File: src/rtl/muldiv_pkg.sv
// Shared types for the HI/LO multiply/divide unit: opcodes, FSM states, latency limits.
package muldiv_pkg;

  typedef enum logic [2:0] {
    OP_MULT  = 3'd0,
    OP_MULTU = 3'd1,
    OP_DIV   = 3'd2,
    OP_DIVU  = 3'd3,
    OP_MTHI  = 3'd4,
    OP_MTLO  = 3'd5
  } op_t;

  typedef enum logic [1:0] {
    ST_IDLE,
    ST_MUL,
    ST_DIV,
    ST_FIX
  } state_t;

  localparam int unsigned MUL_LATENCY_MIN = 1;
  localparam int unsigned MUL_LATENCY_MAX = 4;

endpackage

File: src/rtl/div_iter.sv
// Unsigned radix-2 restoring divider core: one quotient bit per step, last_o flags the final step.
module div_iter #(
  parameter int WIDTH = 32
) (
  input  logic             clk_i,
  input  logic             reset_i,
  input  logic             en_i,
  input  logic             load_i,
  input  logic             step_i,
  input  logic [WIDTH-1:0] dividend_i,
  input  logic [WIDTH-1:0] divisor_i,
  output logic [WIDTH-1:0] quotient_o,
  output logic [WIDTH-1:0] remainder_o,
  output logic             last_o
);

  localparam int CW = $clog2(WIDTH);

  logic [CW-1:0]    cnt_q, cnt_d;
  logic [WIDTH-1:0] rem_q, rem_d;
  logic [WIDTH-1:0] quo_q, quo_d;
  logic [WIDTH-1:0] dvs_q, dvs_d;
  logic [WIDTH:0]   rem_sh, diff;

  always_comb begin
    rem_d  = rem_q;
    quo_d  = quo_q;
    dvs_d  = dvs_q;
    cnt_d  = cnt_q;
    rem_sh = {rem_q, quo_q[WIDTH-1]};
    diff   = rem_sh - {1'b0, dvs_q};
    if (load_i) begin
      rem_d = '0;
      quo_d = dividend_i;
      dvs_d = divisor_i;
      cnt_d = CW'(WIDTH - 1);
    end else if (step_i) begin
      // quo_q doubles as the dividend shift register; its MSB feeds the partial remainder
      if (!diff[WIDTH]) begin
        rem_d = diff[WIDTH-1:0];
        quo_d = {quo_q[WIDTH-2:0], 1'b1};
      end else begin
        rem_d = rem_sh[WIDTH-1:0];
        quo_d = {quo_q[WIDTH-2:0], 1'b0};
      end
      cnt_d = cnt_q - CW'(1);
    end
  end

  always_ff @(posedge clk_i) begin
    if (reset_i) begin
      cnt_q <= '0;
      rem_q <= '0;
      quo_q <= '0;
      dvs_q <= '0;
    end else if (en_i) begin
      cnt_q <= cnt_d;
      rem_q <= rem_d;
      quo_q <= quo_d;
      dvs_q <= dvs_d;
    end
  end

  assign quotient_o  = quo_q;
  assign remainder_o = rem_q;
  assign last_o      = (cnt_q == '0);

endmodule

File: src/rtl/muldiv_unit.sv
// MIPS HI/LO owner: pipelined MULT/MULTU, iterative DIV/DIVU, MTHI/MTLO.
//   state | meaning
//   IDLE  | accepting start; MTHI/MTLO complete here
//   MUL   | product travelling down the pipeline
//   DIV   | one quotient bit per cycle
//   FIX   | apply signs (or divide-by-zero result) and write HI/LO
module muldiv_unit
  import muldiv_pkg::*;
#(
  parameter int WIDTH       = 32,
  parameter int MUL_LATENCY = 2
) (
  input  logic             clk,
  input  logic             reset,
  input  logic             clock_enable,
  input  logic             start,
  input  op_t              op,
  input  logic [WIDTH-1:0] operand_a,
  input  logic [WIDTH-1:0] operand_b,
  output logic             busy,
  output logic             done,
  output logic             div_by_zero,
  output logic [WIDTH-1:0] hi,
  output logic [WIDTH-1:0] lo
);

  localparam int LAT = (MUL_LATENCY < int'(MUL_LATENCY_MIN)) ? int'(MUL_LATENCY_MIN) :
                       (MUL_LATENCY > int'(MUL_LATENCY_MAX)) ? int'(MUL_LATENCY_MAX) : MUL_LATENCY;
  localparam logic [1:0] MUL_CNT_INIT = 2'(LAT - 1);

  state_t           state_q, state_d;
  logic [1:0]       mul_cnt_q, mul_cnt_d;
  logic [WIDTH-1:0] hi_q, hi_d, lo_q, lo_d, dvd_q, dvd_d;
  logic             done_q, done_d, dz_q, dz_d;
  logic             q_neg_q, q_neg_d, r_neg_q, r_neg_d;

  logic [2*WIDTH-1:0] ext_a, ext_b, prod;
  logic [2*WIDTH-1:0] pipe_q [LAT];
  logic               mul_sgn, div_sgn, div_load, div_step, div_last;
  logic [WIDTH-1:0]   mag_a, mag_b, div_quo, div_rem;

  always_comb begin
    mul_sgn = (op == OP_MULT);
    div_sgn = (op == OP_DIV);
    ext_a   = {{WIDTH{mul_sgn & operand_a[WIDTH-1]}}, operand_a};
    ext_b   = {{WIDTH{mul_sgn & operand_b[WIDTH-1]}}, operand_b};
    prod    = ext_a * ext_b;
    mag_a   = (div_sgn && operand_a[WIDTH-1]) ? -operand_a : operand_a;
    mag_b   = (div_sgn && operand_b[WIDTH-1]) ? -operand_b : operand_b;
  end

  div_iter #(.WIDTH(WIDTH)) u_div_iter (
    .clk_i       (clk),
    .reset_i     (reset),
    .en_i        (clock_enable),
    .load_i      (div_load),
    .step_i      (div_step),
    .dividend_i  (mag_a),
    .divisor_i   (mag_b),
    .quotient_o  (div_quo),
    .remainder_o (div_rem),
    .last_o      (div_last)
  );

  always_comb begin
    state_d   = state_q;
    mul_cnt_d = mul_cnt_q;
    hi_d      = hi_q;
    lo_d      = lo_q;
    dvd_d     = dvd_q;
    dz_d      = dz_q;
    q_neg_d   = q_neg_q;
    r_neg_d   = r_neg_q;
    done_d    = 1'b0;
    div_load  = 1'b0;
    div_step  = 1'b0;
    case (state_q)
      ST_IDLE: begin
        if (start) begin
          dz_d = 1'b0;
          case (op)
            OP_MULT, OP_MULTU: begin
              state_d   = ST_MUL;
              mul_cnt_d = MUL_CNT_INIT;
            end
            OP_DIV, OP_DIVU: begin
              if (operand_b == '0) begin
                dz_d    = 1'b1;
                dvd_d   = operand_a;
                state_d = ST_FIX;
              end else begin
                div_load = 1'b1;
                q_neg_d  = div_sgn & (operand_a[WIDTH-1] ^ operand_b[WIDTH-1]);
                r_neg_d  = div_sgn & operand_a[WIDTH-1];
                state_d  = ST_DIV;
              end
            end
            OP_MTHI: hi_d = operand_a;
            OP_MTLO: lo_d = operand_a;
            default: ;
          endcase
        end
      end
      ST_MUL: begin
        if (mul_cnt_q == 2'd0) begin
          hi_d    = pipe_q[LAT-1][2*WIDTH-1:WIDTH];
          lo_d    = pipe_q[LAT-1][WIDTH-1:0];
          done_d  = 1'b1;
          state_d = ST_IDLE;
        end else begin
          mul_cnt_d = mul_cnt_q - 2'd1;
        end
      end
      ST_DIV: begin
        div_step = 1'b1;
        if (div_last) state_d = ST_FIX;
      end
      ST_FIX: begin
        // dz_q can only be set here by the divide-by-zero issue that led to FIX
        if (dz_q) begin
          hi_d = dvd_q;
          lo_d = '1;
        end else begin
          lo_d = q_neg_q ? -div_quo : div_quo;
          hi_d = r_neg_q ? -div_rem : div_rem;
        end
        done_d  = 1'b1;
        state_d = ST_IDLE;
      end
      default: state_d = ST_IDLE;
    endcase
  end

  always_ff @(posedge clk) begin
    if (reset) begin
      state_q   <= ST_IDLE;
      mul_cnt_q <= '0;
      hi_q      <= '0;
      lo_q      <= '0;
      dvd_q     <= '0;
      dz_q      <= 1'b0;
      q_neg_q   <= 1'b0;
      r_neg_q   <= 1'b0;
      done_q    <= 1'b0;
      for (int k = 0; k < LAT; k++) pipe_q[k] <= '0;
    end else if (clock_enable) begin
      state_q   <= state_d;
      mul_cnt_q <= mul_cnt_d;
      hi_q      <= hi_d;
      lo_q      <= lo_d;
      dvd_q     <= dvd_d;
      dz_q      <= dz_d;
      q_neg_q   <= q_neg_d;
      r_neg_q   <= r_neg_d;
      done_q    <= done_d;
      pipe_q[0] <= prod;
      for (int k = 1; k < LAT; k++) pipe_q[k] <= pipe_q[k-1];
    end
  end

  assign busy        = (state_q != ST_IDLE);
  assign done        = done_q;
  assign div_by_zero = dz_q;
  assign hi          = hi_q;
  assign lo          = lo_q;

endmodule

File: config.mk
export PLATFORM = sky130hd
export DESIGN_NAME = muldiv_unit
export DESIGN_NICKNAME = d
export VERILOG_FILES = /design/src/rtl/muldiv_pkg.sv /design/src/rtl/div_iter.sv /design/src/rtl/muldiv_unit.sv
export SDC_FILE = /design/constraint.sdc
export NUM_CORES = 2
export LEC_CHECK = 0
export CORE_MARGIN = 2
export CORE_UTILIZATION = 30
export DETAILED_ROUTE_END_ITERATION = 16
export PLACE_DENSITY = 0.43
export SYNTH_ARGS = -nofsm -noshare
export SYNTH_HDL_FRONTEND = slang
export SYNTH_SLANG_ARGS = --single-unit
File: constraint.sdc
create_clock -name clk -period 10 [get_ports clk]
set_clock_uncertainty 0.05 [all_clocks]
set_input_delay 1.5 -clock clk [delete_from_list [all_inputs] [get_ports clk]]
set_output_delay 1.5 -clock clk [all_outputs]
set_load 0.03 [all_outputs]
==> results.ini <==
[synthesis]
synthArstFlopShare = 0
ys_ff_latch = 333
synthXorXnorAreaFrac = 0.0343
yosys.area_share.simple = 0.157
yosys-top-cells-area = fa_1 40%, inv_1 8.1%, dfxtp_1 7.4%, nand2_1 7.0%, edfxtp_1 6.9%
yosysUniqueCellTypes = 72
syn_area_per_cell_sq_um = 8.87
synthAdderAreaFrac = 0.462
syn-instance-count = 6276
synth_compound_area_frac = 0.0840
syn_area_sq_um = 55700
synth_area_leader_cell = fa_1
synth_top_family_by_area = adder cells
yosys.area.top_type_share = 0.405
synth-edff-count = 128
synth-seq-area-share = 0.143
yosysWarnings = 0
syn_nets = 7725
synth-main-ff-cell = dfxtp_1
synthMuxAreaShare = 0.0119

[routing]
wl_per_cell_um = 23.2
drt_first_pass_iters = 5
wirelength_mm = 207
vias = 42566
antenna_left = 0
drtIter0Drc = 2804
drt_drc_violations_left = 0
avgViaCountPerCell = 4.77

[sta]
maxClockFrequency_mhz = 104
hold_viol = 0
slew_headroom = 0.194
setup_viol = 0
rsz0062_at_grt = no
min_period_over_period = 0.961
hold_ws_ns = 0.402
finalCriticalPeriod_ns = 9.61
tightest_slew_ns = 1.21
finalMaxSlewViolations = 0

[die]
coreArea_sq_um = 185000
rows = 158
ioPinCount = 138
start_util = 0.301
die_area_sq_um = 189000
die_x_um = 435
die_y_um = 435

[setup_path]
end_kind = flop
slowest_stage = fa_1
path_class = in -> reg
critPathLaunchType = input port
arrival_ns = 9.89
critPathMaxStageDelay_ns = 0.56
crit_top_cell = fa_1
path_max_fanout = 3
critPathRequiredTime_ns = 10.28
r2r_slack_ns = 5.69

[clock_network]
h-tree-depth = 2
clock_latency_ns = 0.59
cts_root_buf = clkbuf_16
clock_path_buffers = 3
clkSinkCount = 333
cts_tree = done
cts_buffers = 37
clkTransAtPathRegs_ns = 0.06
holdBufCountCts = 0

[cells_and_area]
layout_commonest_cell = inv_1
mostFrequentLayoutCells = 1206 x inv_1, 1126 x fa_1, 1044 x nand2_1
nFillCells = 19341
nets = 7866
drive_gt1_frac = 0.0824
syn2layout_area_growth_pct = 12.8

[run_status]
status = finished, final reports clean

[global_routing]
grt_pass1_wl_mm = 312
grtUsageTotal = 0.222
antenna_found_initial = 18
grt_max_degree = 149
overflow = 0
grt_pass1_vias = 45756

[placed_design]
gp_congestion = 0.877
dp_hpwl_mm = 172
port_buffers = 137

[hold_path]
hp-class = reg -> reg

[flow_run]
maxCapViolations = 0

[cell type report]
| class | instances | area (sq um) | area share |
|---|---|---|---|
| Tap cell | 2480 | 3100 | 0.0494 |
| Sequential cell | 333 | 7950 | 0.127 |
| Multi-Input combinational cell | 4334 | 41700 | 0.665 |
| Clock buffer | 48 | 1040 | 0.0165 |
| Antenna cell | 3 | 7.51 | 0.000120 |
| Clock inverter | 18 | 231 | 0.00369 |
| Timing Repair Buffer | 503 | 4190 | 0.0668 |
| Inverter | 1208 | 4530 | 0.0722 |
[metrics by stage]
stage / worst slack [ns] / util / setup TNS, ns / instances / cell area (sq um)
final: 0.387 / 0.340 / 0 / 8927 / 62800
after global routing: 0.0194 / 0.340 / 0 / 8926 / 62800
after CTS: 0.321 / 0.340 / 0 / 8924 / 62800
after detailed placement: -0.270 / 0.333 / -1.27 / 8858 / 61500
after global placement: -0.317 / 0.333 / -1.59 / 8858 / 61500
after floorplan: 0.0262 / - / 0 / 6276 / 55700
[routing by layer]
metal,up-vias,GRT usage,wire (um)
li1,19420,-,-
met1,22083,0.304,93500
met4,2,0.0652,7010
met5,-,0,13
met3,168,0.0136,7210
met2,893,0.376,99500
[cells in the mapped netlist, types with 28 or more instances]
library cell  count
ha_1            252
xor2_1           83
o211ai_1         40
nor3_1           39
fa_1           1126
buf_1            65
edfxtp_1        128
o31ai_1          36
nand3_1          33
xnor2_1         135
mux2i_1          55
a211oi_1         68
nand2b_1         28
a21oi_1         247
clkbuf_1        330
dfxtp_1         205
inv_1          1206
nor2_1          291
o21ai_0         144
and3_1           33
and2_1          350
nand2_1        1044
a21o_1           48
[path summary, 6_finish.rpt]
kind / startpoint / endpoint / cells past startpoint
setup / recovery: op[2] / pipe_q[0][60] / 29
hold / removal: dvd_q[22] / dvd_q[22] / 2
setup reg to reg: u_div_iter.quotient_o[31] / u_div_iter.remainder_o[18] / 16
hold reg to reg: dvd_q[22] / dvd_q[22] / 2
[cell families after synthesis]
logic type                 Yosys count
and+or+nand+nor                   1929
buffers and inverters             1609
adders and majority gates         1378
AOI/OAI and AO/OA                  744
DFF                                333
xor gates and xnor gates           218
muxes                               65
[worst max-delay path, delay by kind of cell]
family	cells	cell delay (ns)
buffers and inverters	8	1.32
and+or+nand+nor	5	1.00
adders and majority gates	9	4.29
AOI/OAI and AO/OA	6	1.64
muxes	1	0.11
[sequential cells by signal, summed over array words and instances (netlist names)]
name / flops
r_neg_q: 1
lo: 32
u_div_iter.remainder_o: 32
u_div_iter.cnt_q: 5
u_div_iter.quotient_o: 32
hi: 32
pipe_q: 128
u_div_iter.dvs_q: 32
dvd_q: 32
div_by_zero: 1
mul_cnt_q: 2
state_q: 2
done: 1
q_neg_q: 1
[what timing repair did]
item,CTS,global route
resized for setup,0,2
hold endpoints to repair,0,0
endpoints found under the setup margin,0,2
setup buffers,0,0
Power is left out: the tool's default activity adds up to more than one toggle a clock period on the data nets, which glitch-free logic cannot reach.
